### config.mk
export PLATFORM = sky130hd
export DESIGN_NAME = tone_arbiter
export DESIGN_NICKNAME = d
export VERILOG_FILES = /design/src/rtl/tone_arbiter.sv
export SDC_FILE = /design/constraint.sdc
export NUM_CORES = 1
export LEC_CHECK = 0
export ABC_AREA = 1
export BUFFER_PORTS_ARGS = -buffer_cell sky130_fd_sc_hd__buf_2
export CORE_UTILIZATION = 60
export DETAILED_ROUTE_END_ITERATION = 10
export GPL_ROUTABILITY_DRIVEN = 0
export GPL_TIMING_DRIVEN = 0
export PLACE_DENSITY = 0.9
export SYNTH_ARGS = -nofsm -noshare
export SYNTH_HDL_FRONTEND = slang
export SYNTH_SLANG_ARGS = --single-unit
### constraint.sdc
create_clock -name clk -period 2.4 [get_ports clk]
set_input_delay 0 -clock clk [delete_from_list [all_inputs] [get_ports clk]]
set_output_delay 0 -clock clk [all_outputs]
set_load 0.05 [all_outputs]
### src/rtl/tone_arbiter.sv
// rtl/tone_arbiter.sv - fixed-priority tone source arbiter with minimum hold and silence gap
module tone_arbiter #(
  parameter int MIN_HOLD = 400000,
  parameter int GAP      = 40000,
  parameter int CNT_W    = 22
) (
  input  logic       clk,
  input  logic       rst,
  input  logic [2:0] req,
  input  logic [2:0] mode0,
  input  logic [2:0] mode1,
  input  logic [2:0] mode2,
  input  logic [1:0] hl0,
  input  logic [1:0] hl1,
  input  logic [1:0] hl2,
  input  logic       mute,
  output logic [2:0] mode,
  output logic [1:0] HL,
  output logic [2:0] gnt,
  output logic       busy
);

  typedef enum logic [1:0] {S_IDLE, S_OWN, S_GAP} state_t;

  localparam logic [CNT_W-1:0] HOLD_INIT = CNT_W'(MIN_HOLD - 1);
  localparam logic [CNT_W-1:0] GAP_INIT  = CNT_W'(GAP - 1);
  localparam logic [CNT_W-1:0] CNT_ONE   = CNT_W'(1);
  localparam logic [CNT_W-1:0] CNT_ZERO  = '0;

  // Silent output is note 0 at normal octave.
  localparam logic [2:0] MODE_SILENT = 3'd0;
  localparam logic [1:0] HL_SILENT   = 2'd1;

  state_t           state, state_nx;
  logic [CNT_W-1:0] hold_cnt, hold_nx;
  logic [CNT_W-1:0] gap_cnt, gap_nx;
  logic [2:0]       gnt_nx;
  logic [2:0]       mode_nx;
  logic [1:0]       hl_nx;
  logic             busy_nx;

  logic [2:0]       win;
  logic [2:0]       win_mode, own_mode;
  logic [1:0]       win_hl, own_hl;
  logic             own_req, hi_req;

  // Lowest asserted index wins a fresh arbitration.
  always_comb begin
    win = 3'b000;
    if (req[0])      win = 3'b001;
    else if (req[1]) win = 3'b010;
    else if (req[2]) win = 3'b100;
  end

  // Steer the selected requester's note/octave for both a new winner and the current owner.
  always_comb begin
    win_mode = MODE_SILENT;
    win_hl   = HL_SILENT;
    own_mode = MODE_SILENT;
    own_hl   = HL_SILENT;
    case (win)
      3'b001:  begin win_mode = mode0; win_hl = hl0; end
      3'b010:  begin win_mode = mode1; win_hl = hl1; end
      3'b100:  begin win_mode = mode2; win_hl = hl2; end
      default: ;
    endcase
    case (gnt)
      3'b001:  begin own_mode = mode0; own_hl = hl0; end
      3'b010:  begin own_mode = mode1; own_hl = hl1; end
      3'b100:  begin own_mode = mode2; own_hl = hl2; end
      default: ;
    endcase
  end

  // Owner still requesting, and any strictly higher-priority requester (indices below the owner bit).
  assign own_req = |(req & gnt);
  assign hi_req  = |(req & (gnt - 3'd1));

  // Next-state, counter and output computation; mute only touches mode/HL.
  always_comb begin
    state_nx = state;
    hold_nx  = hold_cnt;
    gap_nx   = gap_cnt;
    gnt_nx   = gnt;
    mode_nx  = MODE_SILENT;
    hl_nx    = HL_SILENT;
    case (state)
      S_IDLE: begin
        gnt_nx = 3'b000;
        if (|req) begin
          state_nx = S_OWN;
          gnt_nx   = win;
          hold_nx  = HOLD_INIT;
          if (!mute) begin
            mode_nx = win_mode;
            hl_nx   = win_hl;
          end
        end
      end
      S_OWN: begin
        if (!own_req || (hi_req && hold_cnt == CNT_ZERO)) begin
          state_nx = S_GAP;
          gnt_nx   = 3'b000;
          gap_nx   = GAP_INIT;
        end else begin
          if (hold_cnt != CNT_ZERO) hold_nx = hold_cnt - CNT_ONE;
          if (!mute) begin
            mode_nx = own_mode;
            hl_nx   = own_hl;
          end
        end
      end
      S_GAP: begin
        gnt_nx = 3'b000;
        if (gap_cnt == CNT_ZERO) begin
          if (|req) begin
            state_nx = S_OWN;
            gnt_nx   = win;
            hold_nx  = HOLD_INIT;
            if (!mute) begin
              mode_nx = win_mode;
              hl_nx   = win_hl;
            end
          end else begin
            state_nx = S_IDLE;
          end
        end else begin
          gap_nx = gap_cnt - CNT_ONE;
        end
      end
      default: begin
        state_nx = S_IDLE;
        gnt_nx   = 3'b000;
      end
    endcase
    busy_nx = (state_nx != S_IDLE);
  end

  // State, counters and registered tone outputs.
  always_ff @(posedge clk) begin
    if (rst) begin
      state    <= S_IDLE;
      hold_cnt <= CNT_ZERO;
      gap_cnt  <= CNT_ZERO;
      gnt      <= 3'b000;
      mode     <= MODE_SILENT;
      HL       <= HL_SILENT;
      busy     <= 1'b0;
    end else begin
      state    <= state_nx;
      hold_cnt <= hold_nx;
      gap_cnt  <= gap_nx;
      gnt      <= gnt_nx;
      mode     <= mode_nx;
      HL       <= hl_nx;
      busy     <= busy_nx;
    end
  end

endmodule

# Word-level counts from Yosys, hierarchy flattened
# Index checks and enable logic that the tools add are counted.
dict set report word_totals {
  reg_bits 55
  latchBits 0
  ram_bits 0
  romBits 0
  inputBits 21
  out_inout_bits 9
  wordCells 76
  mem_count 0
}
dict set report op_classes {
  n_addsub 3
  mul 0
  div_mod_pow 0
  order_cmp 0
  eq_ne 13
  n_shift 0
  n_mux 36
  n_bitwise 2
  reduce_logical 15
}
# op count
set ops {}
lappend ops {{$mux 22} 6}
lappend ops {{$pmux 22 s3} 1}
lappend ops {{$logic_not 22->1} 2}
lappend ops {{$pmux 22 s2} 1}
lappend ops {{$sub 22x1->22 const B} 2}
lappend ops {{$pmux 3 s3} 4}
lappend ops {{$mux 3} 11}
lappend ops {{$pmux 2 s3} 4}
lappend ops {{$reduce_bool 22->1} 1}
lappend ops {{$mux 2} 8}
lappend ops {{$ne 2x2->1 const B} 5}
lappend ops {{$reduce_or 3->1} 3}
lappend ops {{$and 3x3->3} 2}
lappend ops {{$eq 3x1->1 const B} 2}
lappend ops {{$eq 3x2->1 const B} 2}
lappend ops {{$eq 3x3->1 const B} 2}
lappend ops {{$reduce_and 4->1} 1}
lappend ops {{$reduce_bool 2->1} 2}
lappend ops {{$reduce_and 3->1} 1}
lappend ops {{$reduce_bool 3->1} 1}
lappend ops {{$sub 3x1->3 const B} 1}
lappend ops {{$eq 2x1->1 const B} 1}
lappend ops {{$eq 2x2->1 const B} 1}
lappend ops {{$logic_not 2->1} 1}
lappend ops {{4 further kinds} 4}

# Logic depth before layout (Yosys ltp)
# Gate-level depths: netlist (run 1).
dict set report logic_depth {
  ltp_word 9
  depth_mapped 13
  ltp_nobuf 13
}

# Worst setup path before layout (run 1)
# OpenSTA, ideal clock, no wires.
dict set report synth_path {
  path_type {reg2reg}
  start {reg gnt[0]}
  end {reg gap_cnt[9]}
  setup_ps 133
  arrival_ps 1991
  t_required_ps 2267
  setup_slack_ps 275
  path_stages_with_launch 14
  path_buffers 1
  synth_period_minus_slack_ps 2125
  cell_sequence {dfxtp_1 > inv_1 > ha_1 > inv_1 > nand2_1 > nand2_1 > inv_1 > nand2_1 > nand4_1 > nand2_2 > nand2_4 > buf_6 > nand2_1 > a21oi_2}
}
dict set report synth_between {
  elab_chain_len 7
  elab_cells_between_ends 10
  classes_between {add/sub (1); eq/ne (1); bitwise (2); reduce/logical (6)}
}
# item line_no
set synth_lines {}
lappend synth_lines {{start, declared} 19} ;# output logic [2:0] gnt,
lappend synth_lines {{start signal, assigned} 153} ;# gnt <= gnt_nx;
lappend synth_lines {{$sub 3x1->3} 77} ;# assign hi_req = |(req & (gnt - 3'd1));
lappend synth_lines {{$and 3x3->3} 77}
lappend synth_lines {{$reduce_or 3->1} 77}
lappend synth_lines {{$logic_and 1x1->1} 101} ;# if (!own_req || (hi_req && hold_cnt == CNT_ZERO)) begin
lappend synth_lines {{$logic_or 1x1->1 *} 101}
lappend synth_lines {{$ne 2x2->1 (no source line) *} -}
lappend synth_lines {{$reduce_and 3->1 (no source line) *} -}
lappend synth_lines {{end signal, assigned} 152} ;# gap_cnt <= gap_nx;
lappend synth_lines {{end, declared} 36} ;# logic [CNT_W-1:0] gap_cnt, gap_nx;
# Every way passes the cells marked *; elsewhere a longest branch is shown, timed or not.
# A chain may end at the register's enable or synchronous reset.

# Final worst setup path (run 1)
dict set report layout_path {
  start {reg gap_cnt[0]}
  end {reg hold_cnt[16]}
}
dict set report layout_between {
  elab_chain_len 3
}
# item line_no
set layout_lines {}
lappend layout_lines {{$logic_not 22->1} 115} ;# if (gap_cnt == CNT_ZERO) begin
lappend layout_lines {{$ne 2x2->1 (no source line)} -}
lappend layout_lines {{$reduce_and 4->1 (no source line)} -}
lappend layout_lines {{end signal, assigned} 151} ;# hold_cnt <= hold_nx;
lappend layout_lines {{end, declared} 35} ;# logic [CNT_W-1:0] hold_cnt, hold_nx;
# No other way between the ends.

==> results of run 1 <==
power by group:
part	switching, mW	leakage, nW	total (mW)	internal, mW
combinational	1.14	1.41	1.69	0.550
sequential	0.124	0.451	1.16	1.03
clock	0.317	0.0505	0.581	0.263
total	1.58	1.91	3.43	1.84
kinds of logic after synthesis:
family | Yosys count
XOR/XNOR | 11
AND/OR/NAND/NOR | 412
buffers and inverters | 82
adder cells (fa/ha/maj) | 7
AO/OA/AOI/OAI | 68
flip-flops | 55
cell type report:
type / instances / area, um^2
Buffer: 20 / 126
Sequential cell: 55 / 1100
Fill cell: 503 / 1860
Inverter: 62 / 233
Multi-Input combinational cell: 498 / 2400
Clock inverter: 1 / 7.51
Tap cell: 75 / 93.8
Timing Repair Buffer: 29 / 145
Clock buffer: 7 / 96.3
per-stage QoR:
step | setup WS, ns | instances | power [mW] | hold WS (ns)
final | 0.401 | 747 | 3.43 | 0.00733
after global routing | 0.221 | 747 | 3.70 | 0.0241
after CTS | 0.417 | 747 | 3.40 | 0.00290
after detailed placement | 0.447 | 739 | 2.81 | 0.336
after global placement | 0.486 | 739 | 2.76 | 0.336
after floorplan | 0.275 | 635 | 2.46 | 0.178
metal layers:
layer	vias to the layer above	global-route usage [%]
met3	22	4.07
li1	2113	-
met2	182	51.7
met4	0	9.30
met1	1907	39.1
met5	-	0
registers in the layout, indices dropped and copies added, names as in the netlist:
name / cells
HL: 2
busy: 1
gap_cnt: 22
gnt: 3
hold_cnt: 22
mode: 3
state: 2
cells in the mapped netlist:
master    number
a21oi_1       43
a21oi_2        9
buf_2          8
buf_4          1
buf_6          5
clkbuf_1       6
dfxtp_1       55
ha_1           7
inv_1         61
inv_2          1
nand2_1      181
nand2_2        9
nand2_4        3
nand3_1       77
nand3_2        1
nand3_4        1
nand3b_1       3
nand4_1       15
nor2_1       102
nor2_2         9
nor2_4         1
nor2_8         1
nor3_1         2
o211ai_1       5
o21ai_0        9
o22ai_1        2
or2_2          7
xnor2_1        3
xor2_1         8
worst min-delay path: stages:
cell and delay (ns):
buf_2 0.12, nor2_1 0.05, nand2_1 0.05, a21oi_1 0.06
worst max path at each step:
stage	from	endpoint	slack (ns)	depth (start not counted)
floorplan	gnt[0]	gap_cnt[9]	0.28	13
finish	gap_cnt[0]	hold_cnt[16]	0.40	11
global route	gnt[0]	gap_cnt[17]	0.22	13
CTS	gap_cnt[0]	hold_cnt[14]	0.42	11
global placement	gap_cnt[0]	hold_cnt[8]	0.49	11
detailed placement	gap_cnt[0]	gap_cnt[6]	0.45	11
==> results.sh, run 1 <==
export IMPL_status="finished clean"
export IMPL_min_period_ns=2.00
export IMPL_num_vias=4224
export IMPL_grt_overflow=0
export IMPL_wl_um=9550
export IMPL_post_cts_buffers=0
export IMPL_wl_met3_um=645
export IMPL_synth_compound_area_share_pct=10.1
export IMPL_root_buffer="clkbuf_8"
export IMPL_critical_path_top_delay_family="simple AND/OR/NAND/NOR gates"
export IMPL_slew_headroom_pct=55.6
export IMPL_stdcell_area_um2=4200
export IMPL_antenna_cells=0
export IMPL_dr_first_iter_drc_count=318
export IMPL_postSynthCellCount=635
export IMPL_hold_buffers=0
export IMPL_synth_cell_types=29
export IMPL_first_global_vias=3558
export IMPL_place_hpwl_um=7050
export IMPL_yosys_area_top_type="dfxtp_1"
export IMPL_start_kind="register"
export IMPL_synthXorXnorAreaFrac_pct=2.50
export IMPL_clock_latency_ns=0.32
export IMPL_die_width_um=82.2
export IMPL_layout_commonest_cell="nand2_1"
export IMPL_finalCritPeriodShare_pct=83.3
export IMPL_port_buffers=29
export IMPL_rsz0062_at_grt="false"
export IMPL_drt_first_pass_iters=5
export IMPL_yosys_warnings=0
export IMPL_peakVddDrop_mv=0.481
export IMPL_ant_nets=0
export IMPL_hold_path_depth=4
export IMPL_crit_buf_inv=2
export IMPL_syn_area_per_cell_um2=6.07
export IMPL_ioPinCount=30
export IMPL_critPathMaxStageDelay_ns=0.33
export IMPL_syn_cell_area_um2=3860
export IMPL_r2r_slack_ns=0.40
export IMPL_cts_path_max_buffers=2
export IMPL_synthAdderAreaFrac_pct=2.27
export IMPL_antenna_found_initial=0
export IMPL_cp_arrival_ns=2.24
export IMPL_cp_data_required_time_ns=2.64
export IMPL_power_density_nw_per_um2=817
export IMPL_final_hold_violation_count=0
export IMPL_seq_area_frac_synth_pct=28.6
export IMPL_synth_seq_cells=55
export IMPL_synthToLayoutAreaGrowth_pct=8.89
export IMPL_synthMuxAreaShare_pct=0
export IMPL_worstHoldPathType="in -> reg"
export IMPL_reg2reg_depth=11
export IMPL_max_freq_ghz=0.500
export IMPL_numCtsBuffers=5
export IMPL_met1_length_um=4250
export IMPL_drcViolationCount=0
export IMPL_core_area_um2=6060
export IMPL_final_layout_size_suffix_gt1_share_pct=13.8
export IMPL_start_util_pct=63.6
export IMPL_dieHeight_um=82.2
export IMPL_reg2reg_to="hold_cnt[16]"
export IMPL_dieArea_um2=6750
export IMPL_top_layer="met4"
export IMPL_wl_per_cell_um=12.8
export IMPL_grt_util_all_layers_pct=30.2
export IMPL_synth_simple_area_share_pct=47.3
export IMPL_worst_pin_slew_ns=0.661
export IMPL_path_clk_slew_ns=0.11
export IMPL_final_cell_mix="nand2_1, nor2_1, nand3_1"
export IMPL_timing_rr_start="gap_cnt[0]"
export IMPL_maxCapViolCount=0
export IMPL_setup_viol=0
export IMPL_crit_chain="inv_1, ha_1, nand2_2, nor2_8, nand3_4, nand2_2, nand2_4, nand2_4, buf_6, nand2_1, a21oi_1"
export IMPL_synth_top_family_by_area="simple AND/OR/NAND/NOR gates"
export IMPL_grt_pass1_wl_um=15900
export IMPL_fp_row_count=28
export IMPL_grt_max_degree=17
export IMPL_cts_sinks=55
export IMPL_p_leak_nw=1.91
export IMPL_placed_area_um2=4100
export IMPL_cp_slowest_cell="dfxtp_1"
export IMPL_hp_start="mute"
export IMPL_wl_met2_um=4500
export IMPL_end_kind="register"
export IMPL_synth_top_area_share_pct=28.6
export IMPL_viasPerCell=5.65
export IMPL_fin_util_pct=69.3
export IMPL_finalSetupTns_ns=0
export IMPL_synth_area_top_cells="dfxtp_1, nand2_1, nand3_1"
export IMPL_fin_worst_skew_ns=0.0153
export IMPL_syn_nets=663
export IMPL_cts_tree="done"
export IMPL_finalNetCount=699
export IMPL_cts_resized=0
export IMPL_hold_path_end="mode[1]"
export IMPL_cts_htree_levels=2
export IMPL_worst_path_max_fanout=10
export IMPL_maxSlewViolCount=0
export IMPL_crit_type="reg -> reg"
No activity file was read; power rests on OpenSTA's default activity.
==> inputs of run 2 (changes only) <==
Settings changed: ABC_AREA 1 to 0, CORE_UTILIZATION 60 to 53, PLACE_DENSITY 0.9 to 0.86.
Clock period 2.4 ns to 1.8 ns, I/O delays scaled along.
==> results.sh, run 2 <==
export IMPL_syn_nets=363
export IMPL_synth_area_top_cells="dfxtp_1, xnor2_1, a21oi_1"
export IMPL_cts_htree_levels=2
export IMPL_busiest_layer="met2"
export IMPL_finalSetupTns_ns=-38.55
export IMPL_use_met1_pct=33.1
export IMPL_final_hold_violation_count=0
export IMPL_worst_pin_slew_ns=0.665
export IMPL_place_hpwl_um=4500
export IMPL_yosys_warnings=0
export IMPL_failed_checks="setup timing"
export IMPL_grt_pass1_wl_um=12200
export IMPL_antenna_cells=0
export IMPL_async_reset_ff_share_pct=0
export IMPL_synthToLayoutAreaGrowth_pct=43.3
export IMPL_port_buffers=28
export IMPL_synth_top_area_share_pct=38.6
export IMPL_viasPerCell=6.27
export IMPL_reg2reg_depth=8
export IMPL_clock_latency_ns=0.32
export IMPL_hold_path_depth=3
export IMPL_largestRegisters="gap_cnt (22), hold_cnt (22)"
export IMPL_fin_ws_ns=-0.804
export IMPL_final_cell_mix="dfxtp_1, nor2_1, buf_2"
export IMPL_path_clk_slew_ns=0.10
export IMPL_syn_cell_area_um2=2850
export IMPL_timing_rr_start="gap_cnt[1]"
export IMPL_fill_cells=321
export IMPL_reg2reg_to="busy"
export IMPL_status="finished with violations"
export IMPL_synth_most_common_cell="dfxtp_1"
export IMPL_yosys_area_top_type="dfxtp_1"
export IMPL_dr_first_iter_drc_count=147
export IMPL_antenna_found_initial=0
export IMPL_synth_seq_cells=55
export IMPL_max_freq_ghz=0.384
export IMPL_fin_worst_skew_ns=0.0126
export IMPL_drt_first_pass_iters=5
export IMPL_slew_headroom_pct=55.7
export IMPL_dieArea_um2=5680
export IMPL_die_width_um=75.4
export IMPL_end_kind="register"
export IMPL_power_density_nw_per_um2=1390
export IMPL_start_util_pct=55.5
export IMPL_num_vias=2970
export IMPL_drcViolationCount=0
export IMPL_start_kind="register"
export IMPL_ioPinCount=30
export IMPL_setup_viol=55
export IMPL_numCtsBuffers=5
export IMPL_cts_tree="done"
export IMPL_min_period_ns=2.60
export IMPL_maxSlewViolCount=0
export IMPL_synthFlopType="dfxtp_1"
export IMPL_seqCellArea_um2=1120
export IMPL_wl_um=9190
export IMPL_maxCapViolCount=0
export IMPL_multi_input_area_um2=2130
export IMPL_layout_commonest_cell="dfxtp_1"
export IMPL_first_global_vias=2678
export IMPL_finalCritPeriodShare_pct=145
export IMPL_cp_arrival_ns=2.85
export IMPL_ant_nets=0
export IMPL_dp_slack_ns=-0.913
export IMPL_hold_path_end="gnt[2]"
export IMPL_cts_sinks=55
export IMPL_rsz0062_at_grt="true"
export IMPL_grt_overflow=0
export IMPL_grt_util_all_layers_pct=28.6
export IMPL_cts_path_max_buffers=2
export IMPL_peakVddDrop_mv=1.01
export IMPL_r2r_slack_ns=-0.80
export IMPL_core_area_um2=5140
export IMPL_final_layout_size_suffix_gt1_share_pct=41.1
export IMPL_crit_type="reg -> reg"
export IMPL_finalNetCount=432
export IMPL_fp_row_count=26
export IMPL_seq_area_frac_synth_pct=38.6
export IMPL_dieHeight_um=75.4
export IMPL_postSynthCellCount=335
export IMPL_synth_edff_count=0
export IMPL_worst_path_max_fanout=10
export IMPL_root_buffer="clkbuf_8"
export IMPL_grt_max_degree=17
export IMPL_use_met2_pct=51.9
export IMPL_wl_per_cell_um=19.4
export IMPL_p_leak_nw=1.47
export IMPL_synth_common_cells="dfxtp_1, nor2_1, a21oi_1"
export IMPL_hp_start="req[2]"
export IMPL_synth_cell_types=53
export IMPL_worstHoldPathType="in -> reg"
export IMPL_met3_usage_pct=6.08
export IMPL_syn_area_per_cell_um2=8.52
export IMPL_cp_data_required_time_ns=2.04
## run 2: cell count changes after synthesis, moves of 8 or more
cell     change
nand2_1    -168
nand3_1     -70
nor2_1      -65
inv_1       -51
xnor2_1     +17
nand4_1     -13
a21oi_1     -12
nor3_1      +12
or3_1       +11
nor4_1      +10
or4_1       +10
a21oi_2      -9
nor2_2       -9
nand2_2      -8
## run 2: where the power goes
| group | internal, mW | leakage [nW] | switching, mW | total (mW) |
|---|---|---|---|---|
| Clock | 0.408 | 0.0545 | 0.413 | 0.821 |
| Combinational | 1.48 | 0.957 | 1.63 | 3.11 |
| Sequential | 1.45 | 0.457 | 0.291 | 1.74 |
| Total | 3.34 | 1.47 | 2.33 | 5.67 |
## run 2: kinds of logic (layout without fill, tap and decap cells)
| group | after synthesis | after routing | share of synthesized area (%) |
|---|---|---|---|
| compound gates | 83 | 83 | 19.2 |
| xor+xnor | 31 | 31 | 9.51 |
| fa+ha+maj | 7 | 7 | 3.07 |
| buf+inv | 24 | 92 | 3.81 |
| flops | 55 | 55 | 38.6 |
| simple gates | 135 | 136 | 25.8 |
## run 2: through the flow
stage	total power [mW]	hold WS (ns)	instances	util [%]	area [um^2]
finish	5.67	0.0138	474	79.6	4090
detailed placement	3.38	0.226	433	61.7	3170
global route	5.91	0.0350	474	79.6	4090
CTS	4.78	0.00879	462	71.4	3670
floorplan	3.01	0.0793	335	-	2940
global placement	3.33	0.222	433	61.7	3170
## run 2: worst max-delay path, stage by stage, from the launching register on
cell and delay (ns):
dfxtp_2 0.34, inv_2 0.08, ha_4 0.14, or3b_4 0.39
or4_4 0.54, o31a_1 0.31, or3_4 0.39, buf_6 0.17
a31oi_2 0.16
## run 2: worst max-delay path by stage
| stage | start | end | slack (ns) | cells past startpoint |
|---|---|---|---|---|
| 2_1_floorplan | gap_cnt[7] | busy | -0.67 | 7 |
| 4_1_cts | gap_cnt[7] | hold_cnt[21] | -0.81 | 8 |
| 3_5_place_dp | gap_cnt[0] | busy | -0.91 | 9 |
| 3_3_place_gp | gap_cnt[0] | busy | -0.89 | 9 |
| 5_1_grt | gap_cnt[1] | hold_cnt[17] | -0.88 | 9 |
| 6_report | gap_cnt[1] | busy | -0.80 | 8 |
## run 2: final cells by class
type | count | area share, %
Multi-Input combinational cell | 257 | 52.1
Sequential cell | 55 | 27.4
Timing Repair Buffer | 65 | 12.7
Tap cell | 70 | 2.14
Buffer | 10 | 1.96
Clock buffer | 5 | 1.68
Inverter | 10 | 1.10
Clock inverter | 2 | 0.887
## run 2: layer usage
layer  vias to the layer above  wire length (um)
li1                       1378                 -
met1                      1430              3670
met2                       125              4640
met3                        37               512
met4                         0               372
met5                         -                 0
## run 2: what timing repair did
action / 4_1_cts / 5_1_grt
cloned: 3 / 1
hold buffers: 1 / 0
pin swaps: 24 / 54
resized for setup: 44 / 66
hold endpoints to repair: 1 / 0
endpoints found under the setup margin: 55 / 55
setup buffers: 19 / 16
==> inputs of run 3 (changes only) <==
Settings changed: HOLD_SLACK_MARGIN set to 0.06, SKIP_LAST_GASP set to 1.
==> results.sh, run 3 (synthesis gave the netlist of run 2 again) <==
export IMPL_status="finished with violations"
export IMPL_failed_checks="setup timing"
export IMPL_rsz0062_at_grt="true"
export IMPL_cts_sinks=55
export IMPL_maxCapViolCount=0
export IMPL_start_kind="register"
export IMPL_fin_ws_ns=-0.836
export IMPL_crit_path_start="gap_cnt[1]"
export IMPL_busiest_layer="met2"
export IMPL_end_kind="register"
export IMPL_power_mw=5.65
export IMPL_multi_input_area_um2=2090
export IMPL_min_period_ns=2.64
export IMPL_final_cell_mix="dfxtp_1, nor2_1, buf_2"
export IMPL_met3_usage_pct=4.10
export IMPL_cp_data_required_time_ns=1.98
export IMPL_grt_util_all_layers_pct=28.9
export IMPL_worstHoldPathType="in -> reg"
export IMPL_die_width_um=75.4
export IMPL_root_buffer="clkbuf_8"
export IMPL_ioPinCount=30
export IMPL_maxSlewViolCount=0
export IMPL_fill_cells=321
export IMPL_cts_path_max_buffers=2
export IMPL_finalNetCount=437
export IMPL_placed_area_um2=3170
export IMPL_numCtsBuffers=5
export IMPL_setup_viol=55
export IMPL_path_clk_slew_ns=0.10
export IMPL_dr_first_iter_drc_count=206
export IMPL_slew_headroom_pct=58.6
export IMPL_drt_first_pass_iters=5
export IMPL_ant_nets=0
export IMPL_cts_htree_levels=2
export IMPL_p_leak_nw=1.47
export IMPL_antenna_found_initial=0
export IMPL_first_global_vias=2706
export IMPL_num_vias=3144
export IMPL_worst_pin_slew_ns=0.621
export IMPL_seqCellArea_um2=1120
export IMPL_max_freq_ghz=0.379
export IMPL_place_hpwl_um=4500
export IMPL_worst_path_max_fanout=4
export IMPL_grt_max_degree=17
export IMPL_hp_start="mode1[0]"
export IMPL_cp_arrival_ns=2.82
export IMPL_dieHeight_um=75.4
export IMPL_dieArea_um2=5680
export IMPL_final_layout_size_suffix_gt1_share_pct=41.3
export IMPL_largestRegisters="gap_cnt (22), hold_cnt (22)"
export IMPL_drcViolationCount=0
export IMPL_antenna_cells=0
export IMPL_wl_per_cell_um=19.9
export IMPL_layout_commonest_cell="dfxtp_1"
export IMPL_core_area_um2=5140
export IMPL_fp_row_count=26
export IMPL_crit_type="reg -> reg"
export IMPL_peakVddDrop_mv=0.874
export IMPL_grt_pass1_wl_um=12400
export IMPL_use_met1_pct=34.1
export IMPL_fin_util_pct=79.3
export IMPL_wl_um=9550
export IMPL_power_density_nw_per_um2=1390
export IMPL_cts_tree="done"
export IMPL_clock_latency_ns=0.31
export IMPL_timing_rr_start="gap_cnt[1]"
export IMPL_port_buffers=28
export IMPL_grt_overflow=0
export IMPL_stdcell_area_um2=4070
export IMPL_finalCritPeriodShare_pct=146
export IMPL_final_hold_violation_count=0
export IMPL_use_met2_pct=52.9
export IMPL_viasPerCell=6.56
export IMPL_hold_slack_ns=0.0975
export IMPL_synthToLayoutAreaGrowth_pct=42.7
export IMPL_fin_worst_skew_ns=0.00974
export IMPL_start_util_pct=55.5
[run 3: changes by cell type in the layout (fill, tap and decap cells not counted), sizes merged]
cell / delta
buf: +3
dlygate4sd3: +2
[run 3: worst max-delay path, cell delays in order (launching register included)]
cell	delay (ns)
dfxtp_2	0.35
inv_2	0.08
ha_4	0.14
or3b_4	0.39
or4_4	0.54
buf_6	0.16
buf_4	0.13
o31a_4	0.30
a221oi_1	0.41
[run 3: path summary, 6_finish.rpt]
kind | end | slack [ns] | cells after the start
worst max-delay path | gap_cnt[1] | -0.84 | 8
worst max register to register | gap_cnt[1] | -0.84 | 8
worst min-delay path | mode[0] | 0.1 | 4
worst min register to register | hold_cnt[0] | 0.48 | 1
[run 3: area by class of cell]
class	count	area share (%)
flip-flops and latches	55	27.5
inverters	10	1.11
repair buffers	70	13.3
clock buffers	5	1.69
well taps	70	2.15
plain buffers	10	1.97
clock inverters	2	0.891
multi-input cells	257	51.4
[run 3: report_power, final]
group	total (mW)	switching (mW)	internal (mW)
sequential	1.73	0.287	1.45
clock	0.824	0.416	0.409
combinational	3.09	1.62	1.47
total	5.65	2.32	3.33
[run 3: metrics by stage]
stage          instances  setup TNS, ns  setup slack, ns
5_1_grt              479         -42.25           -0.864
6_report             479         -39.75           -0.836
4_1_cts              464         -38.46           -0.810
3_5_place_dp         433         -40.61           -0.913
3_3_place_gp         433         -39.36           -0.894
2_1_floorplan        335         -29.58           -0.668
[run 3: timing repair]
item | 4_1_cts | 5_1_grt
hold buffers | 3 | 0
gates resized for setup | 44 | 60
setup endpoints to repair | 55 | 55
endpoints found under the hold margin | 12 | 0
setup buffers | 19 | 19
pin swaps | 24 | 46
gates cloned | 3 | 1
[run 3: metal layers]
layer	wire, um	vias to the layer above	part of all wire (%)
met5	0	-	0
met4	460	0	4.8
met3	585	56	6.1
met2	4880	205	51
met1	3630	1500	38
li1	-	1383	-
